<file path="src/rtl/alu_pkg.sv">
// Shared ALU definitions: widths, operation codes, response-slot states and
// the opcode classification helpers used by the ALU share arbiter.
package alu_pkg;

    localparam int DATA_W = 32;
    localparam int CTRL_W = 4;

    localparam logic [CTRL_W-1:0] ALU_ADD     = 4'd0;
    localparam logic [CTRL_W-1:0] ALU_SUB     = 4'd1;
    localparam logic [CTRL_W-1:0] ALU_AND     = 4'd2;
    localparam logic [CTRL_W-1:0] ALU_OR      = 4'd3;
    localparam logic [CTRL_W-1:0] ALU_XOR     = 4'd4;
    localparam logic [CTRL_W-1:0] ALU_NOR     = 4'd5;
    localparam logic [CTRL_W-1:0] ALU_SLT     = 4'd6;
    localparam logic [CTRL_W-1:0] ALU_SLL     = 4'd7;
    localparam logic [CTRL_W-1:0] ALU_SRL     = 4'd8;
    localparam logic [CTRL_W-1:0] ALU_SRA     = 4'd9;
    localparam logic [CTRL_W-1:0] ALU_NUM_OPS = 4'd10;

    typedef enum logic {
        SLOT_EMPTY = 1'b0,
        SLOT_FULL  = 1'b1
    } slot_state_t;

    function automatic logic is_shift(input logic [CTRL_W-1:0] ctrl);
        return (ctrl == ALU_SLL) || (ctrl == ALU_SRL) || (ctrl == ALU_SRA);
    endfunction

    function automatic logic is_illegal(input logic [CTRL_W-1:0] ctrl);
        return ctrl >= ALU_NUM_OPS;
    endfunction

endpackage

</file>
<file path="src/rtl/alu_share_arbiter_rr_arb2.sv">
// Two-way round-robin arbiter: on contention the port that did not win last
// time is granted; the priority register only moves on a real grant.
module rr_arb2 (
    input  logic       clk,
    input  logic       rst_n,
    input  logic [1:0] i_req,
    output logic [1:0] o_grant
);

    logic r_prio_last;

    always_comb begin
        o_grant = i_req;
        if (i_req == 2'b11) begin
            o_grant = r_prio_last ? 2'b01 : 2'b10;
        end
    end

    // Reset to 1 so port 0 wins the first contention.
    always_ff @(posedge clk or negedge rst_n) begin
        if (!rst_n) begin
            r_prio_last <= 1'b1;
        end else if (|o_grant) begin
            r_prio_last <= o_grant[1];
        end
    end

endmodule

</file>
<file path="src/rtl/alu_share_arbiter.sv">
// Shares one combinational ALU between the EX issue path (port 0) and the
// branch/compare helper (port 1), with a one-deep response slot per port.
module alu_share_arbiter
    import alu_pkg::*;
#(
    parameter int TAG_W = 4
) (
    input  logic              clk,
    input  logic              rst_n,
    input  logic              flush,
    input  logic              r0_req_valid,
    output logic              r0_req_ready,
    input  logic [CTRL_W-1:0] r0_req_ctrl,
    input  logic [DATA_W-1:0] r0_req_a,
    input  logic [DATA_W-1:0] r0_req_b,
    input  logic [TAG_W-1:0]  r0_req_tag,
    output logic              r0_rsp_valid,
    input  logic              r0_rsp_ready,
    output logic [DATA_W-1:0] r0_rsp_result,
    output logic              r0_rsp_zero,
    output logic              r0_rsp_illegal,
    output logic [TAG_W-1:0]  r0_rsp_tag,
    input  logic              r1_req_valid,
    output logic              r1_req_ready,
    input  logic [CTRL_W-1:0] r1_req_ctrl,
    input  logic [DATA_W-1:0] r1_req_a,
    input  logic [DATA_W-1:0] r1_req_b,
    input  logic [TAG_W-1:0]  r1_req_tag,
    output logic              r1_rsp_valid,
    input  logic              r1_rsp_ready,
    output logic [DATA_W-1:0] r1_rsp_result,
    output logic              r1_rsp_zero,
    output logic              r1_rsp_illegal,
    output logic [TAG_W-1:0]  r1_rsp_tag,
    output logic [CTRL_W-1:0] alu_ctrl,
    output logic [DATA_W-1:0] alu_a,
    output logic [DATA_W-1:0] alu_b,
    input  logic [DATA_W-1:0] alu_result,
    input  logic              alu_zero,
    output logic [15:0]       grant_cnt
);

    // Handshake: a request transfers on any cycle where req_valid and
    // req_ready are both 1; a response transfers when rsp_valid and rsp_ready
    // are both 1. req_ready is combinational and never depends on req_ready.

    logic [1:0]        w_req_valid;
    logic [1:0]        w_rsp_ready;
    logic [1:0]        w_rsp_valid;
    logic [1:0]        w_elig;
    logic [1:0]        w_grant;
    logic [1:0]        w_illegal;
    logic [CTRL_W-1:0] w_ctrl [2];
    logic [DATA_W-1:0] w_a    [2];
    logic [DATA_W-1:0] w_b    [2];
    logic [TAG_W-1:0]  w_tag  [2];
    logic [CTRL_W-1:0] w_alu_ctrl;
    logic [DATA_W-1:0] w_alu_a;
    logic [DATA_W-1:0] w_alu_b;

    slot_state_t       r_state   [2];
    logic [DATA_W-1:0] r_result  [2];
    logic [1:0]        r_zero;
    logic [1:0]        r_illegal;
    logic [TAG_W-1:0]  r_tag     [2];
    logic [15:0]       r_grant_cnt;

    assign w_req_valid = {r1_req_valid, r0_req_valid};
    assign w_rsp_ready = {r1_rsp_ready, r0_rsp_ready};
    assign w_ctrl[0] = r0_req_ctrl;
    assign w_ctrl[1] = r1_req_ctrl;
    assign w_a[0]    = r0_req_a;
    assign w_a[1]    = r1_req_a;
    assign w_b[0]    = r0_req_b;
    assign w_b[1]    = r1_req_b;
    assign w_tag[0]  = r0_req_tag;
    assign w_tag[1]  = r1_req_tag;

    always_comb begin
        for (int n = 0; n < 2; n++) begin
            w_rsp_valid[n] = (r_state[n] == SLOT_FULL);
            w_illegal[n]   = is_illegal(w_ctrl[n]);
            // rst_n gating keeps ready and the ALU bus quiet while reset is held.
            w_elig[n]      = rst_n & w_req_valid[n] & ~flush &
                             (~w_rsp_valid[n] | w_rsp_ready[n]);
        end
    end

    rr_arb2 u_arb (
        .clk     (clk),
        .rst_n   (rst_n),
        .i_req   (w_elig),
        .o_grant (w_grant)
    );

    // Illegal codes run the ALU as an add of zeros; shifts see only A[4:0].
    always_comb begin
        w_alu_ctrl = '0;
        w_alu_a    = '0;
        w_alu_b    = '0;
        for (int n = 0; n < 2; n++) begin
            if (w_grant[n] && !w_illegal[n]) begin
                w_alu_ctrl = w_ctrl[n];
                w_alu_b    = w_b[n];
                w_alu_a    = is_shift(w_ctrl[n]) ? {{(DATA_W-5){1'b0}}, w_a[n][4:0]}
                                                 : w_a[n];
            end
        end
    end

    always_ff @(posedge clk or negedge rst_n) begin
        if (!rst_n) begin
            for (int n = 0; n < 2; n++) begin
                r_state[n]   <= SLOT_EMPTY;
                r_result[n]  <= '0;
                r_zero[n]    <= 1'b0;
                r_illegal[n] <= 1'b0;
                r_tag[n]     <= '0;
            end
        end else begin
            for (int n = 0; n < 2; n++) begin
                if (flush) begin
                    r_state[n] <= SLOT_EMPTY;
                end else if (w_grant[n]) begin
                    r_state[n]   <= SLOT_FULL;
                    r_result[n]  <= w_illegal[n] ? '0 : alu_result;
                    r_zero[n]    <= ~w_illegal[n] & alu_zero;
                    r_illegal[n] <= w_illegal[n];
                    r_tag[n]     <= w_tag[n];
                end else if (r_state[n] == SLOT_FULL && w_rsp_ready[n]) begin
                    r_state[n] <= SLOT_EMPTY;
                end
            end
        end
    end

    always_ff @(posedge clk or negedge rst_n) begin
        if (!rst_n) begin
            r_grant_cnt <= '0;
        end else if (|w_grant && r_grant_cnt != 16'hFFFF) begin
            r_grant_cnt <= r_grant_cnt + 16'd1;
        end
    end

    assign r0_req_ready   = w_grant[0];
    assign r1_req_ready   = w_grant[1];
    assign r0_rsp_valid   = w_rsp_valid[0];
    assign r1_rsp_valid   = w_rsp_valid[1];
    assign r0_rsp_result  = r_result[0];
    assign r1_rsp_result  = r_result[1];
    assign r0_rsp_zero    = r_zero[0];
    assign r1_rsp_zero    = r_zero[1];
    assign r0_rsp_illegal = r_illegal[0];
    assign r1_rsp_illegal = r_illegal[1];
    assign r0_rsp_tag     = r_tag[0];
    assign r1_rsp_tag     = r_tag[1];
    assign alu_ctrl       = w_alu_ctrl;
    assign alu_a          = w_alu_a;
    assign alu_b          = w_alu_b;
    assign grant_cnt      = r_grant_cnt;

endmodule

</file>
<file path="config.mk">
export PLATFORM = sky130hd
export DESIGN_NAME = alu_share_arbiter
export DESIGN_NICKNAME = d
export VERILOG_FILES = /design/src/rtl/alu_pkg.sv /design/src/rtl/alu_share_arbiter_rr_arb2.sv /design/src/rtl/alu_share_arbiter.sv
export SDC_FILE = /design/constraint.sdc
export NUM_CORES = 1
export LEC_CHECK = 0
export BUFFER_PORTS_ARGS = -buffer_cell sky130_fd_sc_hd__buf_2
export CAP_MARGIN = 20
export CORE_AREA = 2 2 135 137
export DETAILED_ROUTE_END_ITERATION = 10
export DIE_AREA = 0 0 137 139
export HOLD_SLACK_MARGIN = 0.02
export PLACE_DENSITY_LB_ADDON = 0.08
export SLEW_MARGIN = 40
export SYNTH_ARGS = -nofsm -noshare
export SYNTH_HDL_FRONTEND = slang
export SYNTH_SLANG_ARGS = --single-unit
</file>
<file path="constraint.sdc">
create_clock -name clk -period 5.7 [get_ports clk]
set_input_delay 1.14 -clock clk [delete_from_list [all_inputs] [get_ports clk]]
set_output_delay 1.14 -clock clk [all_outputs]
set_load 0.01 [all_outputs]
</file>
After elaboration in Yosys (flattened, before gate mapping)
Cells that the tools add are included.
- logic and storage cells: 72
- register bits after elaboration: 95
- bitwise gates (word level): 15
- mux-type cells: 18
- add/sub/neg operators: 1
- $lt $le $gt $ge: 2
- eq/ne operators: 8
- reductions and logical operators: 16
- operators with widths (cell ; count):
    32-bit two-way mux ; 8
    16-bit by 1-bit adder with 16-bit output (second input constant) ; 1
    4-bit == test (second input constant) ; 4
    16-bit inequality test (second input constant) ; 1
    1-bit bitwise AND ; 8
    4-bit by 3-bit == test with 1-bit output (second input constant) ; 2
    4-bit >= comparator (second input constant) ; 2
    4-bit two-way mux ; 2
    1-bit two-way mux ; 6
    3-bit nonzero test ; 2
    1-bit logical AND ; 5
    1-bit inverter ; 5
    1-bit logical OR ; 4
    2-bit two-way mux ; 2
    2-bit AND reduction ; 2
    2-bit == test (second input constant) ; 1
    1-bit logical NOT ; 2
    1-bit bitwise OR ; 2
    2-bit OR reduction ; 1

Logic depth before layout (Yosys ltp)
Gate-level depths: netlist of the first run.
- depth in word-level cells: 8
- depth in mapped cells: 8
- depth with buffers taken out: 6

Hierarchy
A second synthesis of the first run with hierarchy kept.
- cell total of the unflattened synthesis: 360
- area total of the unflattened synthesis: 4369.2 µm²
- by module, submodules not included (module ; area each (µm²) ; cells an instance ; times used ; sequential area each (µm²)):
    alu_share_arbiter ; 4315.4 ; 354 ; 1 ; 2352.3
    rr_arb2 ; 53.8 ; 6 ; 1 ; 26.3

Least setup slack after synthesis of the first run
No wires, ideal clock.
- path kind: input port to output port
- from: in r0_rsp_ready
- to: out alu_a[11]
- cell stages on the path: 7
- buffers on the path: 2
- data arrival time: 2.633 ns
- slack: 1.927 ns
- required time: 4.560 ns
- path through: nand2b_4 and2_4 a211o_1 buf_6 a311oi_4 buf_6 a22o_1
- cells in the longest elaborated chain, start to end: 7
- elaborated cells between the ends (all ways): 8
- classes of those cells: eq/ne: 1; mux: 3; bitwise: 2; reduce/logical: 2
- ends and longest elaborated chain (what ; RTL line ; text):
    start: declaration ; alu_share_arbiter.sv:18 ; input logic r0_rsp_ready,
    1-bit bitwise OR (*) ; alu_share_arbiter.sv:85 ; (~w_rsp_valid[n] | w_rsp_ready[n]);
    1-bit bitwise AND (*) ; alu_share_arbiter.sv:84 ; w_elig[n] = rst_n & w_req_valid[n] & ~flush &
    2-bit == test ; alu_share_arbiter_rr_arb2.sv:14 ; if (i_req == 2'b11) begin
    2-bit two-way mux (*) ; alu_share_arbiter_rr_arb2.sv:14 ;
    1-bit logical AND ; alu_share_arbiter.sv:102 ; if (w_grant[n] && !w_illegal[n]) begin
    32-bit two-way mux ; alu_share_arbiter.sv:102 ;
    32-bit two-way mux (*) ; alu_share_arbiter.sv:102 ;
    end: declaration ; alu_share_arbiter.sv:36 ; output logic [DATA_W-1:0] alu_a,
Mark *: on every way between the ends. The rest lies on a longest branch, timed or not.

Worst setup path after layout of the first run
- from: in rst_n
- to: out alu_a[30]
- cells in the longest elaborated chain, start to end: 8
- elaborated cells between the ends (all ways): 12
- classes of those cells: eq/ne: 1; mux: 3; bitwise: 6; reduce/logical: 2
- ends and longest elaborated chain (what ; RTL line ; text):
    start: declaration ; alu_share_arbiter.sv:9 ; input logic rst_n,
    1-bit bitwise AND (3 in series) ; alu_share_arbiter.sv:84 ;
    2-bit == test ; alu_share_arbiter_rr_arb2.sv:14 ;
    2-bit two-way mux (*) ; alu_share_arbiter_rr_arb2.sv:14 ;
    1-bit logical AND ; alu_share_arbiter.sv:102 ;
    32-bit two-way mux ; alu_share_arbiter.sv:102 ;
    32-bit two-way mux (*) ; alu_share_arbiter.sv:102 ;
Marks and branches as above.

==> results of run 1 <==
## sequential cells by signal, indices dropped and copies added, names as in the netlist, 2 cells and up
signal	count
r1_rsp_result	32
grant_cnt	16
r_illegal	2
r1_rsp_tag	4
r0_rsp_tag	4
r_zero	2
r0_rsp_result	32
## power by group
group,internal (mW),switching (mW)
Clock,0.302,0.280
Combinational,0.265,0.266
Sequential,0.807,0.0895
## worst register-to-register path: stages, from the launching register on
cell      delay (ns)
dfrtp_1         0.41
nand2b_4        0.07
and2_4          0.16
a211o_2         0.45
a21oi_4         0.15
buf_4           0.47
buf_4           0.40
a22o_1          0.20
## final timing paths
kind	cells after the start	from	endpoint	slack (ns)
worst max-delay path	7	rst_n	alu_a[30]	1.38
worst min-delay path	1	r1_rsp_result[27]	r1_rsp_result[27]	0.50
worst max register to register	7	r0_rsp_valid	r1_rsp_result[25]	3.33
worst min register to register	1	r1_rsp_result[27]	r1_rsp_result[27]	0.50
max in group asynchronous	2	rst_n	r1_rsp_result[2]	4.06
min in group asynchronous	1	rst_n	grant_cnt[6]	0.67
## routing by layer
metal  wire length, um  share of wire, %
met5                53              0.30
met2              7890                45
met4               350               2.0
met3              1820                10
met1              7300                42
## area by class of cell
cell class              instances  area, um2  share of cell area, %
clock buffers                  10        229                   3.46
inverters                       5       18.8                  0.284
well taps                     229        287                   4.33
clock inverters                 6       51.3                  0.775
diodes                          2       5.00                 0.0756
multi-input cells             222       1830                   27.7
repair buffers                357       1820                   27.5
flip-flops and latches         95       2380                   35.9
## placed cells by master, fill, tap and decap left out, drive strengths merged
master / netlist / routed
nand2: 12 / 12
xor2: 2 / 2
a211oi: 1 / 1
clkinvlp: 0 / 3
clkbuf: 12 / 10
and2: 1 / 1
nand2b: 3 / 3
or3: 1 / 1
nor4b: 1 / 1
inv: 5 / 8
a21oi: 7 / 7
nor4: 2 / 2
buf: 17 / 357
xnor2: 8 / 8
a211o: 1 / 1
nand3: 5 / 5
or2: 2 / 2
a22o: 133 / 133
nor2b: 2 / 2
and3: 3 / 3
ha: 1 / 1
dfrtp: 94 / 94
diode: 0 / 2
a31oi: 2 / 2
and4: 1 / 1
mux2: 11 / 11
nand4: 5 / 5
o211ai: 1 / 1
dfstp: 1 / 1
nor2: 6 / 6
o22a: 1 / 1
a311oi: 2 / 2
a22oi: 1 / 1
o21ai: 4 / 4
nor3: 3 / 3
## metrics by stage
step	instance area (um2)	power, mW
floorplan	4340	1.15
global placement	6330	1.44
detailed placement	6330	1.45
CTS	6610	2.04
global route	6620	2.13
finish	6620	2.01
## logic make-up (layout without fill, tap and decap cells)
| kind of cell | Yosys count | in the layout | synth area share, % |
|---|---|---|---|
| fa+ha+maj | 1 | 1 | 0.288 |
| simple gates | 47 | 47 | 5.85 |
| buf+inv | 34 | 378 | 3.75 |
| other cells | 0 | 2 | 0 |
| flops | 95 | 95 | 54.8 |
| xor+xnor | 10 | 10 | 2.02 |
| compound gates | 153 | 153 | 30.4 |
| mux | 11 | 11 | 2.86 |
==> impl_metrics.tcl, run 1 <==
set metrics [dict create \
    status "complete, no violations" \
    syn_area_per_cell_um2 12.4 \
    cts_setup_buffers 0 \
    crit_top_cell "buf_4" \
    worstSetupStartpointType "input pin" \
    utilization_pct 37.5 \
    p_leak_nw 3.64 \
    min_period_ns 4.32 \
    min_path_type "flip-flop to flip-flop" \
    antenna_found_initial 6 \
    synth_seq_cells 95 \
    synthCells 351 \
    start_util_pct 24.6 \
    finalNonFillerCells 926 \
    vias 4419 \
    fp.dieH_um 139 \
    clock_sinks 95 \
    final_nets 875 \
    gp_congestion 0.904 \
    avgViaCountPerCell 4.77 \
    yosys.area.top_type_share_pct 54.2 \
    synth_edf_count 0 \
    worstMarginPinSlew_ns 0.681 \
    hold_buffers 0 \
    cp.arrival_ns 3.18 \
    critPathTopFamily "compound AO/OA/AOI/OAI gates" \
    cp_slowest_cell "a211o_2" \
    syn_to_final_growth_pct 52.6 \
    worstPathRequired_ns 4.56 \
    grt_util_met2_pct 27.3 \
    postSynth.asyncResetShare_pct 100 \
    globalRouteMet1Util_pct 21.7 \
    dieArea_um2 19000 \
    core_um2 17700 \
    worstSetupPathType "input pin to output port" \
    first_pass_iters 4 \
    grt_usage_pct 17.6 \
    critPathMaxStageDelay_ns 0.46 \
    fin_setup_tns_ns 0 \
    grtUsageMet3_pct 8.15 \
    cts_tree "built" \
    cellPowerDensity_nw_per_um2 304 \
    grt_pass1_vias 4497 \
    slew_headroom_pct 54.6 \
    fmax_mhz 232 \
    dp_hpwl_um 13200 \
    numCtsBuffers 9 \
    synth_top_cell_by_area "dfrtp_1" \
    wl_per_cell_um 18.8 \
    slew_violations 0 \
    ys.flop_type "dfrtp_1" \
    drc 0 \
    cts_buffer_depth 2 \
    max_cap_viol_count 0 \
    ios 348 \
    synth_common_cells "133 x a22o_1, 94 x dfrtp_1, 12 x clkbuf_1, 12 x nand2_1, 11 x mux2_2" \
    fin_ws_ns 1.38 \
    overflow 0 \
    yosys.cell_types.count 37 \
    hold_viol 0 \
    ir_drop_mv 0.216 \
    die_x_um 137 \
    cp-end-kind "output port" \
    grt_max_degree 75 \
    ant_nets 0 \
    h-tree-depth 3 \
    clkSlewWorstSetupHoldPaths_ns 0.07 \
    clock_skew_ns 0.00821 \
    clk_latency_ns 0.35 \
    cts_resized 0 \
    syn_nets 536 \
    cts-root-buf "clkbuf_16" \
    critPathBufInv 3 \
    drt_iter0_markers 161 \
    synth_area_leaders "dfrtp_1 54%, a22o_1 27%, mux2_2 2.9%" \
    pre_cts_ws_ns 1.35 \
    hold_ws_ns 0.499 \
    grt_busiest_layer "met2" \
    rows 49 \
    timing.final.crit_share_pct 75.7 \
    setup_viol 0 \
    rsz0062_at_grt "no" \
    wl_um 17400 \
    synth_warnings 0 \
    ys_seq_area_share_pct 54.8 \
    placed_cells 908 \
    num-fill-cells 1844 \
    drive_gt1_share_pct 56.7 \
    crit_chain "buf_4 > nand2b_1 > a211o_2 > a311oi_4 > buf_4 > a22o_1 > buf_2" \
    grt_pass1_wl_um 25700 \
    crit_fanout 24 \
    io_buffers 347 \
    synth_most_common_cell "a22o_1" \
    synth_area_um2 4340 \
]
Power figures use the tool's default switching activity.
==> run 2: changes to the inputs <==
Clock period 5.7 ns to 3.9 ns, I/O delays scaled along.
==> run 2 against run 1 <==
Compared with the run above: core utilization is 0.30 points higher; design area is 0.79% higher; worst hold slack worse by 0.12 ns.
==> impl_metrics.tcl, run 2 (synthesis gave the netlist of run 1 again) <==
set metrics [dict create \
    min_period_ns 3.36 \
    clock_sinks 95 \
    cts_buffer_depth 2 \
    worstMarginPinSlew_ns 0.628 \
    critPathMaxStageDelay_ns 0.46 \
    r2r-start "r0_rsp_valid" \
    core_um2 17700 \
    num-fill-cells 1824 \
    cp.arrival_ns 2.58 \
    fin_ws_ns 0.538 \
    status "complete, no violations" \
    slew_headroom_pct 58.1 \
    pre_cts_ws_ns 0.523 \
    numCtsBuffers 9 \
    cts_tree "built" \
    die_x_um 137 \
    ios 348 \
    clock_skew_ns 0.00564 \
    drc 0 \
    cp-end-kind "output port" \
    antenna_found_initial 4 \
    timing.final.crit_share_pct 86.2 \
    worstSetupStartpointType "input pin" \
    h-tree-depth 3 \
    dp_hpwl_um 13200 \
    slew_violations 0 \
    gp_congestion 0.891 \
    syn_to_final_growth_pct 53.8 \
    max_cap_viol_count 0 \
    start_util_pct 24.6 \
    multiInputGateArea_um2 1830 \
    dpl_cell_area_um2 6360 \
    clkSlewWorstSetupHoldPaths_ns 0.06 \
    ff2ff_setup_slack_ns 1.70 \
    min_path_type "input pin to asynchronous set/reset pin" \
    grt_max_degree 75 \
    cts-root-buf "clkbuf_16" \
    cts_resized 0 \
    overflow 0 \
    grt_pass1_wl_um 25900 \
    p_leak_nw 3.66 \
    grt_pass1_vias 4405 \
    reg2reg_depth 7 \
    drt_iter0_markers 224 \
    crit_top_cell "buf_2" \
    fp.dieH_um 139 \
    fin_setup_tns_ns 0 \
    rsz0062_at_grt "no" \
    final_common_cell "buf_2" \
    mostFrequentLayoutCells "346 x buf_2, 133 x a22o_1, 94 x dfrtp_1" \
    dieArea_um2 19000 \
    grt_usage_pct 17.8 \
    hold_buffers 0 \
    avgViaCountPerCell 4.81 \
    cellPowerDensity_nw_per_um2 450 \
    wl_per_cell_um 18.9 \
    r2r-end "r1_rsp_result[10]" \
    ff_latch_area_um2 2380 \
    ir_drop_mv 0.262 \
    finalInstanceArea_um2 6670 \
    setup_viol 0 \
    wl_um 17500 \
    hold_viol 0 \
    fmax_mhz 297 \
    ant_nets 0 \
    rows 49 \
    first_pass_iters 4 \
    clk_latency_ns 0.35 \
    final_nets 875 \
    drive_gt1_share_pct 56.7 \
    cts_setup_buffers 0 \
    crit_chain "buf_2 > nand2b_4 > and2_4 > a211o_2 > a311oi_4 > buf_4 > a22o_1 > buf_2" \
    worstPathRequired_ns 3.12 \
    power_mw 3.00 \
    vias 4453 \
    cp_slowest_cell "a211o_2" \
    worstSetupPathType "input pin to output port" \
    io_buffers 347 \
    crit_fanout 27 \
]
-- run 2: cell types whose count changed in the layout (fill, tap and decap cells not counted) --
| cell | delta |
|---|---|
| buf_12 | +2 |
| buf_4 | -2 |
| bufinv_16 | +1 |
| clkbuf_8 | +1 |
| clkinvlp_4 | -1 |
| inv_6 | -1 |
-- run 2: worst max path at each step --
stage,startpoint,to,slack (ns),depth (start not counted)
finish,r0_rsp_ready,alu_a[5],0.54,8
CTS,r0_rsp_ready,alu_a[5],0.52,8
global placement,r0_rsp_ready,alu_a[28],0.57,8
detailed placement,r0_rsp_ready,alu_a[5],0.52,8
floorplan,r0_rsp_ready,alu_a[11],0.85,7
global route,r0_rsp_ready,alu_a[29],0.44,8
-- run 2: stage by stage --
step,instances,util (%),hold WS [ns]
after global routing,925,37.8,0.373
after floorplan,351,-,0.466
final,926,37.8,0.381
after global placement,908,36.0,0.481
after CTS,924,37.8,0.368
after detailed placement,908,36.0,0.485
-- run 2: area by class of cell --
type	instances	share of cell area, %
well taps	229	4.29
clock buffers	11	3.64
multi-input cells	222	27.5
diodes	2	0.0750
flip-flops and latches	95	35.7
repair buffers	357	27.6
clock inverters	5	0.975
inverters	5	0.281
-- run 2: power by group --
| part | internal [mW] | total, mW | switching, mW | leakage [nW] |
|---|---|---|---|---|
| logic | 0.389 | 0.780 | 0.392 | 2.29 |
| registers | 1.18 | 1.31 | 0.130 | 1.22 |
| clock network | 0.522 | 0.914 | 0.392 | 0.144 |
| total | 2.09 | 3.00 | 0.914 | 3.66 |
-- run 2: critical path: cells and delay by family --
family | cells | cell delay [ns]
and+or+nand+nor | 2 | 0.28
AOI/OAI and AO/OA | 3 | 0.94
buffers and inverters | 3 | 0.55
-- run 2: routing by layer --
layer,track usage (%),wire (um)
met1,23.2,7450
met2,26.9,7880
met3,8.41,1900
met4,3.74,193
met5,0,45
